==> src/rtl/neuron_pkg.sv <==
// ---------------------------------------------------------------------------
// neuron_pkg
//   Shared types and elaboration-time helpers for the serial MAC neuron.
//   - state_t   : controller states IDLE -> MAC -> ACT -> OUT
//   - clog2     : ceiling log2, usable in constant expressions
//   - ceil_div  : integer ceiling division (beats per vector)
//   - min_acc_w : smallest accumulator width that cannot overflow for a
//                 given operand width and input count (bias included)
// ---------------------------------------------------------------------------
package neuron_pkg;

    typedef enum logic [1:0] {
        IDLE,
        MAC,
        ACT,
        OUT
    } state_t;

    function automatic int clog2(input int n);
        int r;
        int v;
        r = 0;
        v = 1;
        while (v < n) begin
            v = v * 2;
            r = r + 1;
        end
        return r;
    endfunction

    function automatic int ceil_div(input int a, input int b);
        return (a + b - 1) / b;
    endfunction

    // N_IN products plus the bias term: N_IN+1 signed 2*DW values summed.
    function automatic int min_acc_w(input int dw, input int n_in);
        return 2 * dw + clog2(n_in + 1);
    endfunction

endpackage

==> src/rtl/nn_mac_slice.sv <==
// ---------------------------------------------------------------------------
// nn_mac_slice
//   Combinational multiply/add slice: LANES signed DW x DW products, each
//   sign-extended to ACC_W and summed.
// Ports
//   act  in  LANES*DW  packed signed activations, lane l at [l*DW +: DW]
//   wt   in  LANES*DW  packed signed weights,     lane l at [l*DW +: DW]
//   sum  out ACC_W     signed sum of the LANES products
// ---------------------------------------------------------------------------
module nn_mac_slice #(
    parameter int DW    = 8,
    parameter int LANES = 1,
    parameter int ACC_W = 20
) (
    input  logic [LANES*DW-1:0]     act,
    input  logic [LANES*DW-1:0]     wt,
    output logic signed [ACC_W-1:0] sum
);

    logic signed [2*DW-1:0] prod [LANES];

    for (genvar l = 0; l < LANES; l++) begin : g_lane
        assign prod[l] = $signed(act[l*DW +: DW]) * $signed(wt[l*DW +: DW]);
    end

    always_comb begin
        sum = '0;
        for (int unsigned l = 0; l < LANES; l++) begin
            sum = sum + ACC_W'(prod[l]);
        end
    end

endmodule

==> src/rtl/neuron_serial_mac.sv <==
// ---------------------------------------------------------------------------
// neuron_serial_mac
//   Fully-connected neuron: bias + sum(act[i]*w[i]) over N_IN signed inputs,
//   LANES products per cycle over K = ceil(N_IN/LANES) beats, then an
//   arithmetic right shift, ReLU and requantisation to OUT_W unsigned bits.
//   Valid/ready on both sides; one vector in flight at a time.
//
//   Build option: NEURON_SAT_EN
//     defined   - positive results above 2^OUT_W-1 clamp to all ones
//     undefined - positive results keep their low OUT_W bits (wrap)
//
// Ports
//   clk        in   1          rising-edge clock
//   reset      in   1          synchronous, active-high
//   in_valid   in   1          act_in holds a valid vector
//   in_ready   out  1          vector can be accepted (IDLE only)
//   act_in     in   N_IN*DW    packed signed activations, i at [i*DW +: DW]
//   out_valid  out  1          out_data holds a result
//   out_ready  in   1          downstream takes out_data
//   out_data   out  OUT_W      ReLU'd, requantised neuron output
// ---------------------------------------------------------------------------
module neuron_serial_mac
    import neuron_pkg::*;
#(
    parameter int                 N_IN      = 15,
    parameter int                 DW        = 8,
    parameter int                 LANES     = 1,
    parameter int                 ACC_W     = 20,
    parameter int                 OUT_W     = 16,
    parameter int                 OUT_SHIFT = 0,
    parameter logic [N_IN*DW-1:0] WEIGHTS   = '0,
    parameter logic signed [DW-1:0] BIAS    = '0
) (
    input  logic                 clk,
    input  logic                 reset,
    input  logic                 in_valid,
    output logic                 in_ready,
    input  logic [N_IN*DW-1:0]   act_in,
    output logic                 out_valid,
    input  logic                 out_ready,
    output logic [OUT_W-1:0]     out_data
);

    localparam int K  = ceil_div(N_IN, LANES);
    localparam int BW = (clog2(K) < 1) ? 1 : clog2(K);
    localparam int PW = K * LANES * DW;

    // Weights padded to a whole number of beats; padding lanes are zero so
    // indices >= N_IN contribute nothing.
    localparam logic [PW-1:0]          W_PAD    = PW'(WEIGHTS);
    localparam logic signed [ACC_W-1:0] BIAS_EXT = ACC_W'(BIAS);

    if (LANES < 1 || LANES > N_IN) begin : g_bad_lanes
        $error("neuron_serial_mac: LANES must be in 1..N_IN");
    end
    if (ACC_W < min_acc_w(DW, N_IN)) begin : g_bad_acc_w
        $error("neuron_serial_mac: ACC_W too small for DW and N_IN");
    end
    if (OUT_W >= ACC_W) begin : g_bad_out_w
        $error("neuron_serial_mac: OUT_W must be smaller than ACC_W");
    end

    state_t                  state, state_n;
    logic [N_IN*DW-1:0]      act_reg;
    logic [PW-1:0]           act_pad;
    logic [LANES*DW-1:0]     act_lane, wt_lane;
    logic signed [ACC_W-1:0] acc, slice_sum, s;
    logic [BW-1:0]           beat;
    logic                    last_beat;
    logic [OUT_W-1:0]        act_val;

    always_comb begin
        act_pad                = '0;
        act_pad[N_IN*DW-1:0]   = act_reg;
    end

    assign act_lane  = act_pad[int'(beat)*LANES*DW +: LANES*DW];
    assign wt_lane   = W_PAD[int'(beat)*LANES*DW +: LANES*DW];
    assign last_beat = (beat == BW'(K - 1));

    nn_mac_slice #(
        .DW    (DW),
        .LANES (LANES),
        .ACC_W (ACC_W)
    ) u_slice (
        .act (act_lane),
        .wt  (wt_lane),
        .sum (slice_sum)
    );

    // ReLU on the full-width sign bit, then clamp or wrap into OUT_W bits.
    assign s = acc >>> OUT_SHIFT;

    always_comb begin
        act_val = '0;
        if (!s[ACC_W-1]) begin
`ifdef NEURON_SAT_EN
            if (s > $signed(ACC_W'({OUT_W{1'b1}}))) begin
                act_val = '1;
            end else begin
                act_val = OUT_W'(s);
            end
`else
            act_val = OUT_W'(s);
`endif
        end
    end

    always_ff @(posedge clk) begin
        if (reset) begin
            state <= IDLE;
        end else begin
            state <= state_n;
        end
    end

    always_comb begin
        state_n  = state;
        in_ready = 1'b0;
        case (state)
            IDLE: begin
                in_ready = 1'b1;
                if (in_valid) begin
                    state_n = MAC;
                end
            end
            MAC: begin
                if (last_beat) begin
                    state_n = ACT;
                end
            end
            ACT: begin
                state_n = OUT;
            end
            OUT: begin
                if (out_ready) begin
                    state_n = IDLE;
                end
            end
            default: begin
                state_n = IDLE;
            end
        endcase
    end

    always_ff @(posedge clk) begin
        if (reset) begin
            act_reg   <= '0;
            acc       <= '0;
            beat      <= '0;
            out_valid <= 1'b0;
            out_data  <= '0;
        end else begin
            case (state)
                IDLE: begin
                    if (in_valid) begin
                        act_reg <= act_in;
                        acc     <= BIAS_EXT;
                        beat    <= '0;
                    end
                end
                MAC: begin
                    acc  <= acc + slice_sum;
                    // Return to zero after the final beat so the lane
                    // select never points past the padded vector.
                    beat <= last_beat ? '0 : beat + 1'b1;
                end
                ACT: begin
                    out_data  <= act_val;
                    out_valid <= 1'b1;
                end
                OUT: begin
                    if (out_ready) begin
                        out_valid <= 1'b0;
                    end
                end
                default: begin
                end
            endcase
        end
    end

endmodule

==> config.mk <==
export PLATFORM = sky130hd
export DESIGN_NAME = neuron_serial_mac
export DESIGN_NICKNAME = d
export VERILOG_FILES = /design/src/rtl/neuron_pkg.sv /design/src/rtl/nn_mac_slice.sv /design/src/rtl/neuron_serial_mac.sv
export SDC_FILE = /design/constraint.sdc
export NUM_CORES = 1
export LEC_CHECK = 0
export ABC_AREA = 1
export CAP_MARGIN = 0
export CORE_ASPECT_RATIO = 1.25
export CORE_MARGIN = 2
export CORE_UTILIZATION = 31
export DETAILED_ROUTE_END_ITERATION = 8
export GPL_TIMING_DRIVEN = 1
export HOLD_SLACK_MARGIN = 0.05
export PLACE_DENSITY = 0.8
export SETUP_SLACK_MARGIN = 0.15
export SLEW_MARGIN = 20
export SYNTH_ARGS = -nofsm -noshare
export SYNTH_HDL_FRONTEND = slang
export SYNTH_SLANG_ARGS = --single-unit
==> constraint.sdc <==
create_clock -name clk -period 1.7 [get_ports clk]
set_clock_uncertainty 0.15 [all_clocks]
set_input_delay 0.17 -clock clk [delete_from_list [all_inputs] [get_ports clk]]
set_output_delay 0.17 -clock clk [all_outputs]
set_load 0.005 [all_outputs]
==> flow_summary.ini <==
[synthesis]
syn_area_um2 = 1580
synth_fa_ha_area_frac = 0.0474
yosysTopAreaCell = dfxtp_1
synth_compound_area_frac = 0.103
ys_warn_count = 0
ys_ff_latch = 40
yosysSeqAreaShare = 0.506
synth_top_family_by_area = simple AND/OR/NAND/NOR gates
synth_nets = 320
synth_cell_type_count = 18
syn_inst = 190
yosys.area_share.simple = 0.237
yosys.area_share.xor_xnor = 0
synth_area_leaders = dfxtp_1, nand3_1, nand2_1, inv_1, o21ai_2
synth_area_per_cell_um2 = 8.34
yosys.area.top_type_share = 0.506
synthMuxAreaShare = 0

[worst_setup_path]
arrival_ns = 1.54
slowest_stage = dfxtp_2
crit_buf_inv = 4
crit_path_max_fanout = 4
cpMostUsedCell = buf_4
required_ns = 1.73
critPathKind = reg -> reg
cp-end-kind = flop
slowest_delay_ns = 0.35
crit_family = buffers and inverters
crit_chain = inv_2 > ha_4 > buf_6 > nand2_4 > o21ai_4 > buf_4 > buf_4 > o21ai_0 > nor2_1
worstSetupStartpointType = flop

[global_routing]
antenna_found_initial = 0
grt_pass1_wl_mm = 4.71
grt_usage = 0.107
grt_overflow_total = 0
grt_pass1_vias = 1101
grt_max_degree = 30

[layout]
num-nets-final = 351
fin_cells = 283
drive_gt1_frac = 0.199
syn_to_final_growth_pct = 29.6
diodes = 0

[route]
totalWireLength_mm = 2.83
drt_iter0_drc = 74
dr.pass1.iters = 4
vias = 1236
avgRoutedWirePerCell_um = 9.99
drc_errors = 0
ant_nets = 0
viasPerCell = 4.37

[sta]
finalMaxSlewViolations = 0
fmax_mhz = 664
period_share = 0.886
worstMarginPinSlew_ns = 0.231
hold_viol = 0
fin_crit_ns = 1.51
rsz0062_at_grt = yes
setup_viol = 0
relSlewSlack = 0.846

[worst_hold_path]
hold_path.class = reg -> reg

[clock_tree]
cts.sinks = 40
numCtsBuffers = 5
cts_hold_buf = 0
clock_latency_ns = 0.28
cts_tree = built
clock_path_buffers = 2
clkTransAtPathRegs_ns = 0.07
htree_num_levels = 2
cts_root_buffer = clkbuf_8

[pwr]
p_leak_nw = 0.908
p_per_area_nw_per_um2 = 1200
power_mw = 2.47
ir_drop_v = 0.000412

[placement]
port_buffers = 21
dp_cells = 268
gp_congestion = 0.712
hpwl_mm = 1.87

[run_status]
status = complete, no violations

[floorplan]
row_count = 29
io_pins = 142
die_h_um = 83.9
dieWidth_um = 67.9
die_area_um2 = 5700
coreArea_um2 = 5010
start_util = 0.316

[job]
cap_violations = 0
routing by layer:
layer  wire [um]  global-route usage
met3         154              0.0351
met5           0                   0
met2        1300               0.165
met4          59              0.0564
met1        1310               0.128
cell families (layout without fill, tap and decap cells):
family | after synthesis | count (layout)
and+or+nand+nor | 82 | 82
DFF | 40 | 40
buffers and inverters | 38 | 69
AOI/OAI and AO/OA | 24 | 24
adders and majority gates | 6 | 6
flip-flops by register name, summed over array words and instances, names as in the netlist:
name and count:
beat 4, out_valid 1, out_data 16, acc 17, state 2
cell usage after synthesis:
| cell type | number |
|---|---|
| or2_1 | 1 |
| buf_6 | 2 |
| o21ai_2 | 11 |
| inv_2 | 3 |
| nand3_1 | 36 |
| a21oi_1 | 4 |
| ha_1 | 6 |
| dfxtp_1 | 40 |
| nand2_4 | 1 |
| buf_2 | 1 |
| nor2_1 | 7 |
| o21ai_0 | 8 |
| clkbuf_1 | 5 |
| nand3_2 | 2 |
| nand2_1 | 35 |
| o211ai_1 | 1 |
| inv_1 | 26 |
| clkbuf_8 | 1 |
final timing paths:
| check | slack (ns) | from | cells after the start | end |
|---|---|---|---|---|
| worst max register to register | 0.19 | state[1]$_SDFFE_PP0P_ | 9 | beat[1]$_SDFFE_PP0P_ |
| worst min register to register | 0.30 | acc[7]$_SDFFE_PP0P_ | 2 | acc[7]$_SDFFE_PP0P_ |
| worst min-delay path | 0.30 | acc[7]$_SDFFE_PP0P_ | 2 | acc[7]$_SDFFE_PP0P_ |
| worst max-delay path | 0.19 | state[1]$_SDFFE_PP0P_ | 9 | beat[1]$_SDFFE_PP0P_ |
layout by cell type (no fill, tap or decap), drive strengths merged, types with 6 or more instances in the layout:
| master | instances |
|---|---|
| inv | 29 |
| nand3 | 38 |
| clkbuf | 6 |
| nor2 | 7 |
| dfxtp | 40 |
| buf | 12 |
| o21ai | 19 |
| ha | 6 |
| clkdlybuf4s50 | 20 |
| nand2 | 36 |
metrics by stage:
| step | setup TNS (ns) | setup slack [ns] | utilization | hold WS [ns] | cell area (um^2) |
|---|---|---|---|---|---|
| floorplan | 0 | 0.156 | - | 0.193 | 1590 |
| global placement | 0 | 0.0173 | 0.374 | 0.287 | 1870 |
| detailed placement | -0.0165 | -0.0101 | 0.374 | 0.295 | 1870 |
| CTS | 0 | 0.154 | 0.399 | 0.306 | 2000 |
| global route | 0 | 0.117 | 0.410 | 0.330 | 2050 |
| finish | 0 | 0.193 | 0.410 | 0.300 | 2050 |
worst reg2reg max path, cell delays in order (launching register included):
cell and delay [ns]:
dfxtp_2 0.35, inv_2 0.06, ha_4 0.16, buf_6 0.13
nand2_4 0.06, o21ai_4 0.06, buf_4 0.13, buf_4 0.12
o21ai_0 0.14, nor2_1 0.05
power by group:
group / switching (mW) / total [mW] / internal [mW]
sequential: 0.0440 / 1.03 / 0.991
clock: 0.296 / 0.575 / 0.279
combinational: 0.490 / 0.860 / 0.370
what timing repair did:
item	4_1_cts	5_1_grt
gates resized for setup	8	7
setup endpoints to repair	38	21
gates cloned	0	0
setup buffers	4	4
pin swaps	2	1
layout make-up:
cell class                 instances  area [um^2]
sequential                        40          803
multi-input combinational        112          658
tap                               62         77.6
inverter                          29          109
fill                             491         2950
clock buffer                       6         72.6
clock inverter                     1         5.00
timing repair buffer              33          328
Power figures use the tool's default switching activity.
